`src/rtl/lsu_pkg.sv`:
```
// Load/store unit shared definitions.
// Contents: RV32 load/store funct3 encodings, the unit's state type, and
// helpers that classify a request as misaligned or as using an illegal funct3.
package lsu_pkg;

   localparam logic [2:0] F3_B  = 3'b000;
   localparam logic [2:0] F3_H  = 3'b001;
   localparam logic [2:0] F3_W  = 3'b010;
   localparam logic [2:0] F3_BU = 3'b100;
   localparam logic [2:0] F3_HU = 3'b101;

   typedef enum logic [2:0] {
      IDLE,
      ACCESS,
      WRITE,
      RESP,
      ERR
   } lsu_state_t;

   // funct3[1:0] encodes the access size for both signed and unsigned loads.
   function automatic logic is_misaligned(input logic [2:0] funct3, input logic [1:0] offset);
      logic mis;
      mis = 1'b0;
      case (funct3[1:0])
         2'b01:   mis = offset[0];
         2'b10:   mis = (offset != 2'b00);
         default: mis = 1'b0;
      endcase
      return mis;
   endfunction

   function automatic logic is_illegal_f3(input logic we, input logic [2:0] funct3);
      logic bad;
      if (we) begin
         bad = !(funct3 == F3_B || funct3 == F3_H || funct3 == F3_W);
      end else begin
         bad = (funct3 == 3'b011) || (funct3 == 3'b110) || (funct3 == 3'b111);
      end
      return bad;
   endfunction

endpackage

```
`src/rtl/lsu_lane_align.sv`:
```
// Byte-lane alignment for 32-bit data words.
// Ports:
//   i_funct3      access size / signedness (RV32 encoding)
//   i_offset      byte offset within the word (addr[1:0])
//   i_rdata       word read from memory
//   i_wdata       store data; low byte/halfword used for sub-word stores
//   o_load_data   selected lane, sign- or zero-extended
//   o_store_data  i_rdata with the store lane replaced by i_wdata
module lsu_lane_align
   import lsu_pkg::*;
(
   input  logic [2:0]  i_funct3,
   input  logic [1:0]  i_offset,
   input  logic [31:0] i_rdata,
   input  logic [31:0] i_wdata,
   output logic [31:0] o_load_data,
   output logic [31:0] o_store_data
);

   logic [4:0]  w_bit_base;
   logic [7:0]  w_byte;
   logic [15:0] w_half;

   assign w_bit_base = {i_offset, 3'b000};
   assign w_byte     = i_rdata[w_bit_base +: 8];
   assign w_half     = i_offset[1] ? i_rdata[31:16] : i_rdata[15:0];

   always_comb begin
      o_load_data = i_rdata;
      case (i_funct3)
         F3_B:    o_load_data = {{24{w_byte[7]}}, w_byte};
         F3_BU:   o_load_data = {24'h0, w_byte};
         F3_H:    o_load_data = {{16{w_half[15]}}, w_half};
         F3_HU:   o_load_data = {16'h0, w_half};
         default: o_load_data = i_rdata;
      endcase
   end

   always_comb begin
      o_store_data = i_rdata;
      case (i_funct3)
         F3_B: o_store_data[w_bit_base +: 8] = i_wdata[7:0];
         F3_H: begin
            if (i_offset[1]) begin
               o_store_data[31:16] = i_wdata[15:0];
            end else begin
               o_store_data[15:0] = i_wdata[15:0];
            end
         end
         default: o_store_data = i_wdata;
      endcase
   end

endmodule

```
`src/rtl/load_store_unit.sv`:
```
// RV32 load/store unit: initiator side of a word-addressed data memory with
// combinational read and synchronous write. Sub-word stores are done as
// read-modify-write; misaligned, out-of-range and illegal-funct3 requests
// complete with an error response and never touch memory.
// Ports:
//   i_clk, i_rst_n                       clock, async active-low reset
//   i_req_valid/o_req_ready              request handshake (ready only in IDLE)
//   i_req_we/i_req_funct3/i_req_addr/i_req_wdata   request payload
//   o_resp_valid/o_resp_rdata/o_resp_error         one-cycle completion pulse
//   o_mem_we/o_mem_addr/o_mem_wdata/i_mem_rdata    data memory port
// ADDR_WIDTH must be <= 29 so the out-of-range field is non-empty; DATA_WIDTH must be 32.
module load_store_unit
   import lsu_pkg::*;
#(
   parameter int unsigned ADDR_WIDTH = 10,
   parameter int unsigned DATA_WIDTH = 32
) (
   input  logic                  i_clk,
   input  logic                  i_rst_n,
   input  logic                  i_req_valid,
   output logic                  o_req_ready,
   input  logic                  i_req_we,
   input  logic [2:0]            i_req_funct3,
   input  logic [31:0]           i_req_addr,
   input  logic [DATA_WIDTH-1:0] i_req_wdata,
   output logic                  o_resp_valid,
   output logic [DATA_WIDTH-1:0] o_resp_rdata,
   output logic                  o_resp_error,
   output logic                  o_mem_we,
   output logic [ADDR_WIDTH-1:0] o_mem_addr,
   output logic [DATA_WIDTH-1:0] o_mem_wdata,
   input  logic [DATA_WIDTH-1:0] i_mem_rdata
);

   lsu_state_t r_state;
   lsu_state_t w_state_next;

   logic                  r_we;
   logic [2:0]            r_funct3;
   logic [1:0]            r_offset;
   logic [ADDR_WIDTH-1:0] r_mem_addr;
   logic [DATA_WIDTH-1:0] r_mem_wdata;
   logic [DATA_WIDTH-1:0] r_resp_rdata;

   logic                  w_accept;
   logic                  w_req_error;
   logic                  w_out_of_range;
   logic [DATA_WIDTH-1:0] w_load_data;
   logic [DATA_WIDTH-1:0] w_store_data;

   assign w_accept       = i_req_valid && (r_state == IDLE);
   assign w_out_of_range = |i_req_addr[31:ADDR_WIDTH+2];
   assign w_req_error    = is_illegal_f3(i_req_we, i_req_funct3) ||
                           is_misaligned(i_req_funct3, i_req_addr[1:0]) ||
                           w_out_of_range;

   // r_mem_wdata holds the raw store data until ACCESS, where sub-word stores
   // overwrite it with the merged word for the WRITE cycle.
   lsu_lane_align u_lane_align (
      .i_funct3     (r_funct3),
      .i_offset     (r_offset),
      .i_rdata      (i_mem_rdata),
      .i_wdata      (r_mem_wdata),
      .o_load_data  (w_load_data),
      .o_store_data (w_store_data)
   );

   // Next state and state-decoded outputs. mem_we comes only from r_state so an
   // asynchronous reset removes it immediately, preventing a partial write.
   always_comb begin
      w_state_next = r_state;
      o_req_ready  = 1'b0;
      o_resp_valid = 1'b0;
      o_resp_error = 1'b0;
      o_mem_we     = 1'b0;
      unique case (r_state)
         IDLE: begin
            o_req_ready = 1'b1;
            if (i_req_valid) begin
               w_state_next = w_req_error ? ERR : ACCESS;
            end
         end
         ACCESS: begin
            if (r_we && (r_funct3 != F3_W)) begin
               w_state_next = WRITE;
            end else begin
               o_mem_we     = r_we;
               w_state_next = RESP;
            end
         end
         WRITE: begin
            o_mem_we     = 1'b1;
            w_state_next = RESP;
         end
         RESP: begin
            o_resp_valid = 1'b1;
            w_state_next = IDLE;
         end
         ERR: begin
            o_resp_valid = 1'b1;
            o_resp_error = 1'b1;
            w_state_next = IDLE;
         end
         default: w_state_next = IDLE;
      endcase
   end

   always_ff @(posedge i_clk or negedge i_rst_n) begin
      if (!i_rst_n) begin
         r_state <= IDLE;
      end else begin
         r_state <= w_state_next;
      end
   end

   always_ff @(posedge i_clk or negedge i_rst_n) begin
      if (!i_rst_n) begin
         r_we         <= 1'b0;
         r_funct3     <= 3'b000;
         r_offset     <= 2'b00;
         r_mem_addr   <= '0;
         r_mem_wdata  <= '0;
         r_resp_rdata <= '0;
      end else begin
         if (w_accept) begin
            r_we         <= i_req_we;
            r_funct3     <= i_req_funct3;
            r_offset     <= i_req_addr[1:0];
            r_mem_addr   <= i_req_addr[ADDR_WIDTH+1:2];
            r_resp_rdata <= '0;
            if (i_req_we) begin
               r_mem_wdata <= i_req_wdata;
            end
         end
         if (r_state == ACCESS) begin
            if (!r_we) begin
               r_resp_rdata <= w_load_data;
            end else if (r_funct3 != F3_W) begin
               r_mem_wdata <= w_store_data;
            end
         end
      end
   end

   assign o_mem_addr   = r_mem_addr;
   assign o_mem_wdata  = r_mem_wdata;
   assign o_resp_rdata = r_resp_rdata;

endmodule

```
`config.mk`:
```
export PLATFORM = sky130hd
export DESIGN_NAME = load_store_unit
export DESIGN_NICKNAME = d
export VERILOG_FILES = /design/src/rtl/lsu_pkg.sv /design/src/rtl/lsu_lane_align.sv /design/src/rtl/load_store_unit.sv
export SDC_FILE = /design/constraint.sdc
export NUM_CORES = 1
export LEC_CHECK = 0
export ABC_CLOCK_PERIOD_IN_PS = 6400
export CAP_MARGIN = 10
export CELL_PAD_IN_SITES_DETAIL_PLACEMENT = 1
export CELL_PAD_IN_SITES_GLOBAL_PLACEMENT = 1
export CORE_MARGIN = 1.5
export CORE_UTILIZATION = 35
export DETAILED_ROUTE_END_ITERATION = 12
export GPL_TIMING_DRIVEN = 0
export PLACE_DENSITY = 0.87
export SYNTH_ARGS = -nofsm -noshare
export SYNTH_HDL_FRONTEND = slang
export SYNTH_SLANG_ARGS = --single-unit
```
`constraint.sdc`:
```
create_clock -name i_clk -period 6.4 [get_ports i_clk]
set_input_delay 1.28 -clock i_clk [delete_from_list [all_inputs] [get_ports i_clk]]
set_output_delay 1.28 -clock i_clk [all_outputs]
set_load 0.01 [all_outputs]
```
Word level (Yosys, flattened, before mapping)
Cells that the tools add are included.
{"block": "totals", "regBits": 83, "latchBits": 0, "ram_bits": 0, "rom_bits": 0, "in_bits": 103, "out_inout_bits": 78, "word_cells": 71, "mem_count": 0}
{"block": "op_classes", "n_addsub": 1, "mul": 0, "div": 0, "n_lt_le_gt_ge": 0, "eq_ne": 18, "shift": 3, "muxes": 25, "bitwise": 0, "reduce_logical": 16}
{"op": "32-bit two-way mux", "n": 8}
{"op": "32-bit case mux with 4 select lines", "n": 1}
{"op": "32-bit case mux with 2 select lines", "n": 1}
{"op": "16-bit two-way mux", "n": 3}
{"op": "32-bit bitwise mux", "n": 1}
{"op": "8-bit by 7-bit variable shift with 32-bit output (first input constant)", "n": 1}
{"op": "32-bit by 6-bit indexed part select with 8-bit output", "n": 1}
{"op": "8-bit by 7-bit indexed part select with 32-bit output", "n": 1}
{"op": "20-bit OR reduction", "n": 1}
{"op": "3-bit == test (second input constant)", "n": 5}
{"op": "3-bit by 2-bit == test with 1-bit output (second input constant)", "n": 4}
{"op": "3-bit by 1-bit == test with 1-bit output (second input constant)", "n": 3}
{"op": "3-bit zero test", "n": 3}
{"op": "3-bit case mux with 3 select lines", "n": 1}
{"op": "5-bit negation with 7-bit output", "n": 1}
{"op": "1-bit logical OR", "n": 6}
{"op": "1-bit two-way mux", "n": 6}
{"op": "3-bit two-way mux", "n": 2}
{"op": "5-bit by 3-bit != test with 1-bit output (second input constant)", "n": 1}
{"op": "5-bit != test (second input constant)", "n": 1}
{"op": "1-bit case mux with 2 select lines", "n": 2}
{"op": "3-bit by 2-bit != test with 1-bit output (second input constant)", "n": 1}
{"op": "2-bit by 1-bit == test with 1-bit output (second input constant)", "n": 1}
{"op": "2-bit == test (second input constant)", "n": 1}
{"op": "other kinds (6)", "n": 7}

Depth between registers and ports, before layout
Gate-level depths: netlist (run 1).
{"block": "depth", "depth_word": 10, "ltp_mapped": 8, "mapped_depth_nobuf": 6}

Hierarchy
From an unflattened synthesis (run 1), not the netlist that was laid out.
{"block": "hier_totals", "cells_unflattened": 691, "hier_area_um2": 5581.6}
{"module": "load_store_unit", "n_inst": 1, "cells_per_inst": 390, "area_each_um2": 3821.2, "seq_area_each_um2": 2077.0}
{"module": "lsu_lane_align", "n_inst": 1, "cells_per_inst": 301, "area_each_um2": 1760.4, "seq_area_each_um2": 0.0}

Least setup slack after synthesis (run 1)
No wires, ideal clock.
{"block": "synth_path", "path_kind": "in2reg", "start": "input port i_mem_rdata[31]", "end": "register r_resp_rdata[14], in the netlist o_resp_rdata[14]", "setup_ns": 0.122, "arrival_ns": 2.388, "required_ns": 6.278, "slack_ns": 3.890, "cell_stages": 4, "n_path_buf": 0, "path_cell_list": "mux4_2 -> a21oi_1 -> nand2_1 -> a32o_1"}
{"block": "synth_via", "elab_chain_len": 4}
{"element": "from (decl)", "line": "load_store_unit.sv:32", "text": "input logic [DATA_WIDTH-1:0] i_mem_rdata"}
{"element": "32-bit by 6-bit indexed part select with 8-bit output", "line": "lsu_lane_align.sv:25", "text": "assign w_byte = i_rdata[w_bit_base +: 8];"}
{"element": "32-bit case mux with 4 select lines", "line": "lsu_lane_align.sv:30", "text": "case (i_funct3)"}
{"element": "32-bit two-way mux", "line": "load_store_unit.sv:136", "text": "if (!r_we) begin"}
{"element": "32-bit two-way mux", "line": "load_store_unit.sv:135", "text": "if (r_state == ACCESS) begin"}
{"element": "to (signal assigned)", "line": "load_store_unit.sv:137", "text": "r_resp_rdata <= w_load_data;"}
{"element": "to (decl)", "line": "load_store_unit.sv:43", "text": "logic [DATA_WIDTH-1:0] r_resp_rdata;"}
No other way between the ends.
A chain may end at the register's enable or synchronous reset.

Worst setup path after layout (run 1)
{"block": "layout_path", "start": "register r_state[2]", "end": "output port o_mem_we"}
{"block": "layout_via", "elab_chain_len": 2, "elab_cells_between_ends": 3, "classes_between": "2 x eq/ne; 1 x mux"}
{"element": "from (decl)", "line": "load_store_unit.sv:35", "text": "lsu_state_t r_state;"}
{"element": "from (signal assigned)", "line": "load_store_unit.sv:112", "text": "r_state <= w_state_next;"}
{"element": "3-bit by 2-bit == test with 1-bit output / 3-bit by 1-bit == test with 1-bit output (equally long branches)", "line": "load_store_unit.sv:76", "text": "unique case (r_state)"}
{"element": "1-bit case mux with 2 select lines (*)", "line": "load_store_unit.sv:76"}
{"element": "to (decl)", "line": "load_store_unit.sv:29", "text": "output logic o_mem_we,"}
Every way passes the cells marked *; elsewhere a longest branch is shown, timed or not.

==> metrics.md, run 1 <==
| Metric | Value |
|---|---|
| Max_slew headroom | 34.9% |
| Final-report max-slew violation count | 0 |
| Post-synthesis cell type count | 57 |
| Clk slew on worst S/H paths | 0.06 ns |
| Top FF cell, synth | dfrtp_1 |
| YS warnings | 0 |
| PostCTS Resize Cnt | 0 |
| HP Class | reg2reg |
| Power per Cell Area | 280 nW/µm² |
| CTS Buffer Depth | 2 |
| Post-CTS setup buffers | 0 |
| Initial Util | 35.9% |
| Routed Wire Length | 19200 µm |
| Nets | 825 |
| Crit Path Max Fanout | 10 |
| GR Util All Layers | 27.5% |
| Worst-margin pin slew | 0.974 ns |
| Setup violators final | 0 |
| Peak supply drop | 0.116 mV |
| Root buffer cell | clkbuf_16 |
| Area Growth Syn to Fin | 49.1% |
| Initial DRC Count | 231 |
| Via-to-Cell Ratio | 5.63 |
| FP Rows | 42 |
| First-pass GRT wire length | 30000 µm |
| Post-synth top area cell | dfrtp_1 |
| Share of post-route cells with drive strength above 1 | 7.53% |
| Clock sinks | 83 |
| Total I/O pin count | 181 |
| CTS tree | done |
| Max-Cap Viols | 0 |
| Post-DRT Antenna Nets | 0 |
| Synth top area cells | dfrtp_1 44%, nand2_1 6.9%, a21oi_1 4.9% |
| DRC viols | 0 |
| RSZ-0062 raised after global routing | false |
| Library cell with the highest instance count after synthesis | nand2_1 |
| Period utilisation layout | 53.4% |
| Gpl congestion | 0.905 |
| Final Util | 53.5% |
| Hold buffer count at CTS | 0 |
| Top cell type's share of synthesized area | 43.5% |
| CP required | 5.12 ns |
| WP data arrival | 2.14 ns |
| Tmin final | 3.42 ns |
| #FFs+latches synth | 83 |
| Max Clock Freq | 292 MHz |
| Leak pwr | 0.00295 µW |
| Final setup margin | 2.98 ns |
| Vias post-DR | 5024 |
| Clock Latency Late Sink | 0.35 ns |
| Vias in the first global route | 5443 |
| GRT Residual Overflow | 0 |
| Final hold vios | 0 |
| Dpl hpwl | 15100 µm |
| Post-synth EDFFs | 0 |
| Sequential-to-total area share from yosys stat | 43.5% |
| CTS buffer count | 9 |
| Die Footprint | 14300 µm² |
| Drt first pass iters | 4 |
| WL/cell | 21.5 µm |
| Core Region | 13300 µm² |
| CP Capture Type | output pin |
| Initial antenna violation count | 1 |
| Setup crit start kind | flip-flop |
| Largest net degree at the start of global routing | 46 |
| Buffers on Ports | 180 |
| Dpl ws | 2.87 ns |
| Status | completed |
| Syn nets | 633 |
| Setup TNS | 0 ns |
| Mapped cell area | 4770 µm² |
| Avg Cell Area, Syn | 9.16 µm² |
| Setup Skew | 0.00603 ns |
| Die Wd | 120 µm |
| Post-Synthesis Cells | 521 |
| Most frequent cells after synthesis | 88 x nand2_1, 83 x dfrtp_1, 47 x a21oi_1, 32 x o21ai_0, 23 x inv_1 |
| Total power | 1990 µW |
| Setup CP Type | reg2out |
| Die Y | 120 µm |
| Ant diodes | 0 |
| Htree depth | 3 |
| Async SR Flop Fraction | 100% |
[routing by layer]
metal	part of all wire, %	GRT usage, %	vias up	routed length, µm
met5	0	0	-	0
met4	3.3	12.3	0	627
met3	6.4	5.94	46	1230
met2	49	46.3	204	9330
met1	42	33.8	2490	7990
li1	-	-	2284	-
[where the power goes]
group,total (µW),leakage [µW],internal (µW),switching (µW)
logic,770,0.00175,370,399
clock network,527,0.000146,321,206
registers,695,0.00105,610,85.6
[final timing paths]
kind | start | end | slack [ns] | depth (start not counted)
setup / recovery | r_state[2]$_DFFE_PN0P_ | o_mem_we | 2.98 | 5
min in group asynchronous | i_rst_n | o_resp_rdata[27]$_DFF_PN0_ | 0.92 | 1
hold reg to reg | o_mem_addr[3]$_DFFE_PN0P_ | o_mem_addr[3]$_DFFE_PN0P_ | 0.48 | 2
hold / removal | o_mem_addr[3]$_DFFE_PN0P_ | o_mem_addr[3]$_DFFE_PN0P_ | 0.48 | 2
setup reg to reg | r_offset[1]$_DFFE_PN0P_ | o_mem_wdata[1]$_DFFE_PN0P_ | 3.48 | 7
max in group asynchronous | i_rst_n | o_mem_wdata[14]$_DFFE_PN0P_ | 4.85 | 2
[cell type report]
cell class / count / area [µm²]
Multi-Input combinational cell: 378 / 2440
Clock inverter: 2 / 35.0
Timing Repair Buffer: 181 / 1830
Sequential cell: 83 / 2080
Tap cell: 176 / 220
Inverter: 23 / 86.3
Buffer: 37 / 171
Clock buffer: 13 / 260
Fill cell: 1517 / 6180
[state kept, by name, summed over array words and instances (netlist names)]
register / flops
r_we: 1
o_resp_rdata: 32
o_mem_addr: 10
r_offset: 2
r_state: 3
o_mem_wdata: 32
r_funct3: 3
[cell families after synthesis]
family | share of synthesized area, %
adders and majority gates | 2.36
and+or+nand+nor | 18.4
muxes | 6.11
AOI/OAI and AO/OA | 24.2
DFF | 43.5
buffers and inverters | 5.40
[worst max-delay path: stages (launching register included)]
cell	delay, ns
dfrtp_1	0.39
buf_2	0.18
nand4bb_1	0.20
clkbuf_1	0.26
o22ai_1	0.20
clkdlybuf4s50_1	0.56
[cell usage in the layout (no fill, tap or decap), types with 3 or more instances in the layout]
| master | Yosys | final |
|---|---|---|
| clkdlybuf4s50_1 | 0 | 179 |
| nand2_1 | 88 | 88 |
| dfrtp_1 | 83 | 83 |
| a21oi_1 | 47 | 47 |
| o21ai_0 | 32 | 32 |
| clkbuf_1 | 21 | 23 |
| inv_1 | 23 | 23 |
| o22ai_1 | 22 | 22 |
| nand2b_1 | 19 | 19 |
| a221o_1 | 18 | 18 |
| mux2_2 | 15 | 15 |
| nor2_1 | 15 | 15 |
| buf_2 | 11 | 11 |
| mux2i_1 | 10 | 10 |
| nor2b_1 | 10 | 10 |
| ha_1 | 9 | 9 |
| clkbuf_16 | 0 | 9 |
| a32o_1 | 8 | 8 |
| nor3b_1 | 8 | 8 |
| a21boi_0 | 8 | 8 |
| a311oi_1 | 8 | 8 |
| o221ai_1 | 7 | 7 |
| nor3_1 | 6 | 6 |
| a221oi_1 | 5 | 5 |
| nor4_1 | 5 | 5 |
| nor4b_1 | 3 | 3 |
[stage by stage]
stage | area, µm² | std cells | hold WS (ns)
2_1_floorplan | 4770 | 521 | 0.514
3_3_place_gp | 6790 | 877 | 0.457
3_5_place_dp | 6820 | 878 | 0.467
4_1_cts | 7110 | 893 | 0.484
5_1_grt | 7110 | 893 | 0.504
6_report | 7110 | 893 | 0.480
Power figures use the tool's default switching activity.
==> inputs of run 2 (changes only) <==
--- a/config.mk
+++ b/config.mk
@@ -5,15 +5,15 @@
 export SDC_FILE = /design/constraint.sdc
 export NUM_CORES = 1
 export LEC_CHECK = 0
-export ABC_CLOCK_PERIOD_IN_PS = 6400
+export ABC_CLOCK_PERIOD_IN_PS = 2930
 export CAP_MARGIN = 10
 export CELL_PAD_IN_SITES_DETAIL_PLACEMENT = 1
 export CELL_PAD_IN_SITES_GLOBAL_PLACEMENT = 1
 export CORE_MARGIN = 1.5
-export CORE_UTILIZATION = 35
+export CORE_UTILIZATION = 29
 export DETAILED_ROUTE_END_ITERATION = 12
 export GPL_TIMING_DRIVEN = 0
-export PLACE_DENSITY = 0.87
+export PLACE_DENSITY = 0.77
 export SYNTH_ARGS = -nofsm -noshare
 export SYNTH_HDL_FRONTEND = slang
 export SYNTH_SLANG_ARGS = --single-unit
==> constraint.sdc (replaced) <==
create_clock -name i_clk -period 2.93 [get_ports i_clk]
set_input_delay 0.586 -clock i_clk [delete_from_list [all_inputs] [get_ports i_clk]]
set_output_delay 0.586 -clock i_clk [all_outputs]
set_load 0.01 [all_outputs]
==> run 2 against run 1 <==
Against the previous run: via count increased by 0.38%; utilization decreased by 8.6 points; die area increased by 20%; count of clock-buffer cells in the layout decreased by 2; non-clock buffer count increased by 1; combinational power increased by 120%; sequential share of layout area decreased by 0.26 points; global-route usage decreased by 4.5 points; worst setup slack got worse by 2.8 ns; sequential cell count unchanged; clock power increased by 130%; clock skew increased by 0.0024 ns; highest routed layer unchanged.
==> metrics.md, run 2 (synthesis gave the netlist of run 1 again) <==
| Metric | Value |
|---|---|
| Status | completed |
| Max_slew headroom | 34.8% |
| RSZ-0062 raised after global routing | false |
| Initial antenna violation count | 0 |
| Crit Path Max Fanout | 10 |
| Die Y | 131 µm |
| Final Util | 44.9% |
| Footprint of the multi-input gates | 2440 µm² |
| Power per Cell Area | 615 nW/µm² |
| Worst path max stage delay | 0.57 ns |
| R2r endpoint | o_mem_wdata[12]$_DFFE_PN0P_ |
| Sw Ratio | 34.7% |
| Final-report max-slew violation count | 0 |
| Vias in the first global route | 5566 |
| Tmin final | 2.73 ns |
| WP data arrival | 2.15 ns |
| PostCTS Resize Cnt | 0 |
| Ant diodes | 0 |
| Clk slew on worst S/H paths | 0.06 ns |
| GRT Residual Overflow | 0 |
| GR Util All Layers | 23.0% |
| R2R depth | 6 |
| Largest net degree at the start of global routing | 44 |
| Routed Wire Length | 19700 µm |
| FP Rows | 46 |
| Worst R2R Start | r_offset[1]$_DFFE_PN0P_ |
| Crit path max-delay family | buffers and inverters |
| CP required | 2.34 ns |
| Buffers on Ports | 180 |
| Root buffer cell | clkbuf_16 |
| CTS Buffer Depth | 2 |
| Clock Latency Late Sink | 0.35 ns |
| Finished Layout Cells | 935 |
| Sequential share of power | 34.4% |
| Worst reg2reg setup slack | 0.25 ns |
| Sw power | 1530 µW |
| Crit-path slowest cell | clkdlybuf4s50_1 |
| Vias post-DR | 5043 |
| CTS tree | done |
| Max-Cap Viols | 0 |
| DRC viols | 0 |
| Setup crit start kind | flip-flop |
| Critical path depth | 5 |
| Setup CP Type | reg2out |
| Die Wd | 131 µm |
| Initial DRC Count | 285 |
| Setup Skew | 0.00848 ns |
| CP endpoint | o_mem_we |
| CP Launch Point | r_state[2]$_DFFE_PN0P_ |
| Gpl congestion | 0.877 |
| Worst-margin pin slew | 0.976 ns |
| Drt first pass iters | 5 |
| HP Class | in2async |
| Max Clock Freq | 366 MHz |
| Share of post-route cells with drive strength above 1 | 7.79% |
| Die Footprint | 17200 µm² |
| FILL cells | 1892 |
| Post-DRT Antenna Nets | 0 |
| CP Capture Type | output pin |
| Final hold vios | 0 |
| Register Area | 2080 µm² |
| WL/cell | 21.1 µm |
| Area Growth Syn to Fin | 50.4% |
| Clock sinks | 83 |
| Nets | 826 |
| CTS buffer count | 9 |
| Initial Util | 29.8% |
| Dpl hpwl | 15500 µm |
| First-pass GRT wire length | 30800 µm |
| Leak pwr | 0.00295 µW |
| Htree depth | 3 |
| Total I/O pin count | 181 |
| P_int | 2880 µW |
| Period utilisation layout | 93.2% |
| Number of placed cells counting well taps | 918 |
| Via-to-Cell Ratio | 5.39 |
| Peak supply drop | 0.276 mV |
| WP buf/inv | 3 |
| Worst-path cell chain | buf_2, nand4bb_1, clkbuf_1, o22ai_1, clkdlybuf4s50_1 |
| Clock network fraction of design power | 27.5% |
| Most common cell after layout, fill and taps aside | clkdlybuf4s50_1 |
| Setup violators final | 0 |
| Logic pwr share | 38.1% |
| Most frequent cells in the layout | 179 x clkdlybuf4s50_1, 88 x nand2_1, 83 x dfrtp_1 |
| Core Region | 16000 µm² |
[run 2: changes by cell type in the layout (fill, tap and decap cells not counted), sizes merged]
cell      previous run  this run
clkbuf              34        32
buf                 18        19
clkinv               1         2
clkinvlp             0         1
bufinv               1         2
[run 2: worst min path at each step]
stage / endpoint / slack, ns / cells after the start
after CTS: o_resp_rdata[18]$_DFF_PN0_ / 0.26 / 1
after detailed placement: o_mem_addr[1]$_DFFE_PN0P_ / 0.47 / 2
final: o_resp_rdata[18]$_DFF_PN0_ / 0.23 / 1
after floorplan: o_mem_addr[0]$_DFFE_PN0P_ / 0.29 / 0
after global routing: o_resp_rdata[30]$_DFF_PN0_ / 0.27 / 1
after global placement: o_mem_addr[8]$_DFFE_PN0P_ / 0.46 / 2
[run 2: through the flow]
step | hold slack (ns) | setup WS (ns) | power [µW] | area [µm²] | TNS, ns
after floorplan | 0.290 | 0.708 | 2340 | 4770 | 0
after global placement | 0.458 | -1.86 | 3150 | 6840 | -154.00
after detailed placement | 0.471 | 0.00879 | 3200 | 6860 | 0
after CTS | 0.256 | 0.192 | 4440 | 7180 | 0
after global routing | 0.271 | 0.0495 | 4660 | 7180 | 0
final | 0.232 | 0.198 | 4410 | 7180 | 0
[run 2: area by class of cell]
type	count	share of cell area, %
Multi-Input combinational cell	378	33.9
Sequential cell	83	28.9
Timing Repair Buffer	182	25.4
Tap cell	216	3.76
Clock buffer	11	3.24
Buffer	37	2.39
Inverter	23	1.20
Clock inverter	5	1.08
[run 2: what timing repair did]
| action | 4_1_cts | 5_1_grt |
|---|---|---|
| setup endpoints to repair | 4 | 0 |
| setup buffers | 1 | 0 |
| hold buffers | 0 | 0 |
| hold endpoints to repair | 0 | 0 |
[run 2: layer usage]
layer	up-vias	GRT usage, %	share of wire, %
met2	169	39.7	50
met4	0	7.35	2.4
li1	2289	-	-
met5	-	0	0
met1	2550	27.9	42
met3	35	5.94	6.0
[run 2: worst register-to-register path: stages, from the launching register on]
cell and delay [ns]:
dfrtp_1 0.42, clkbuf_1 0.37, inv_1 0.21, ha_1 0.40, nor3b_1 0.81, a311oi_1 0.25, nor2_1 0.15
[run 2: power groups by stage]
stage	registers [µW]	logic (µW)	clock network, µW
floorplan	1550	791	0
global placement	1530	1620	0
detailed placement	1530	1670	0
CTS	1520	1690	1240
global route	1540	1810	1300
finish	1520	1680	1210
==> inputs of run 3 (changes only) <==
--- a/config.mk
+++ b/config.mk
@@ -11,6 +11,7 @@
 export CELL_PAD_IN_SITES_GLOBAL_PLACEMENT = 1
 export CORE_MARGIN = 1.5
 export CORE_UTILIZATION = 29
+export CTS_CLUSTER_DIAMETER = 80
 export DETAILED_ROUTE_END_ITERATION = 12
 export GPL_TIMING_DRIVEN = 0
 export PLACE_DENSITY = 0.77
==> results of run 3 <==
Final layout, timing and power as in run 2 (identical DEF).
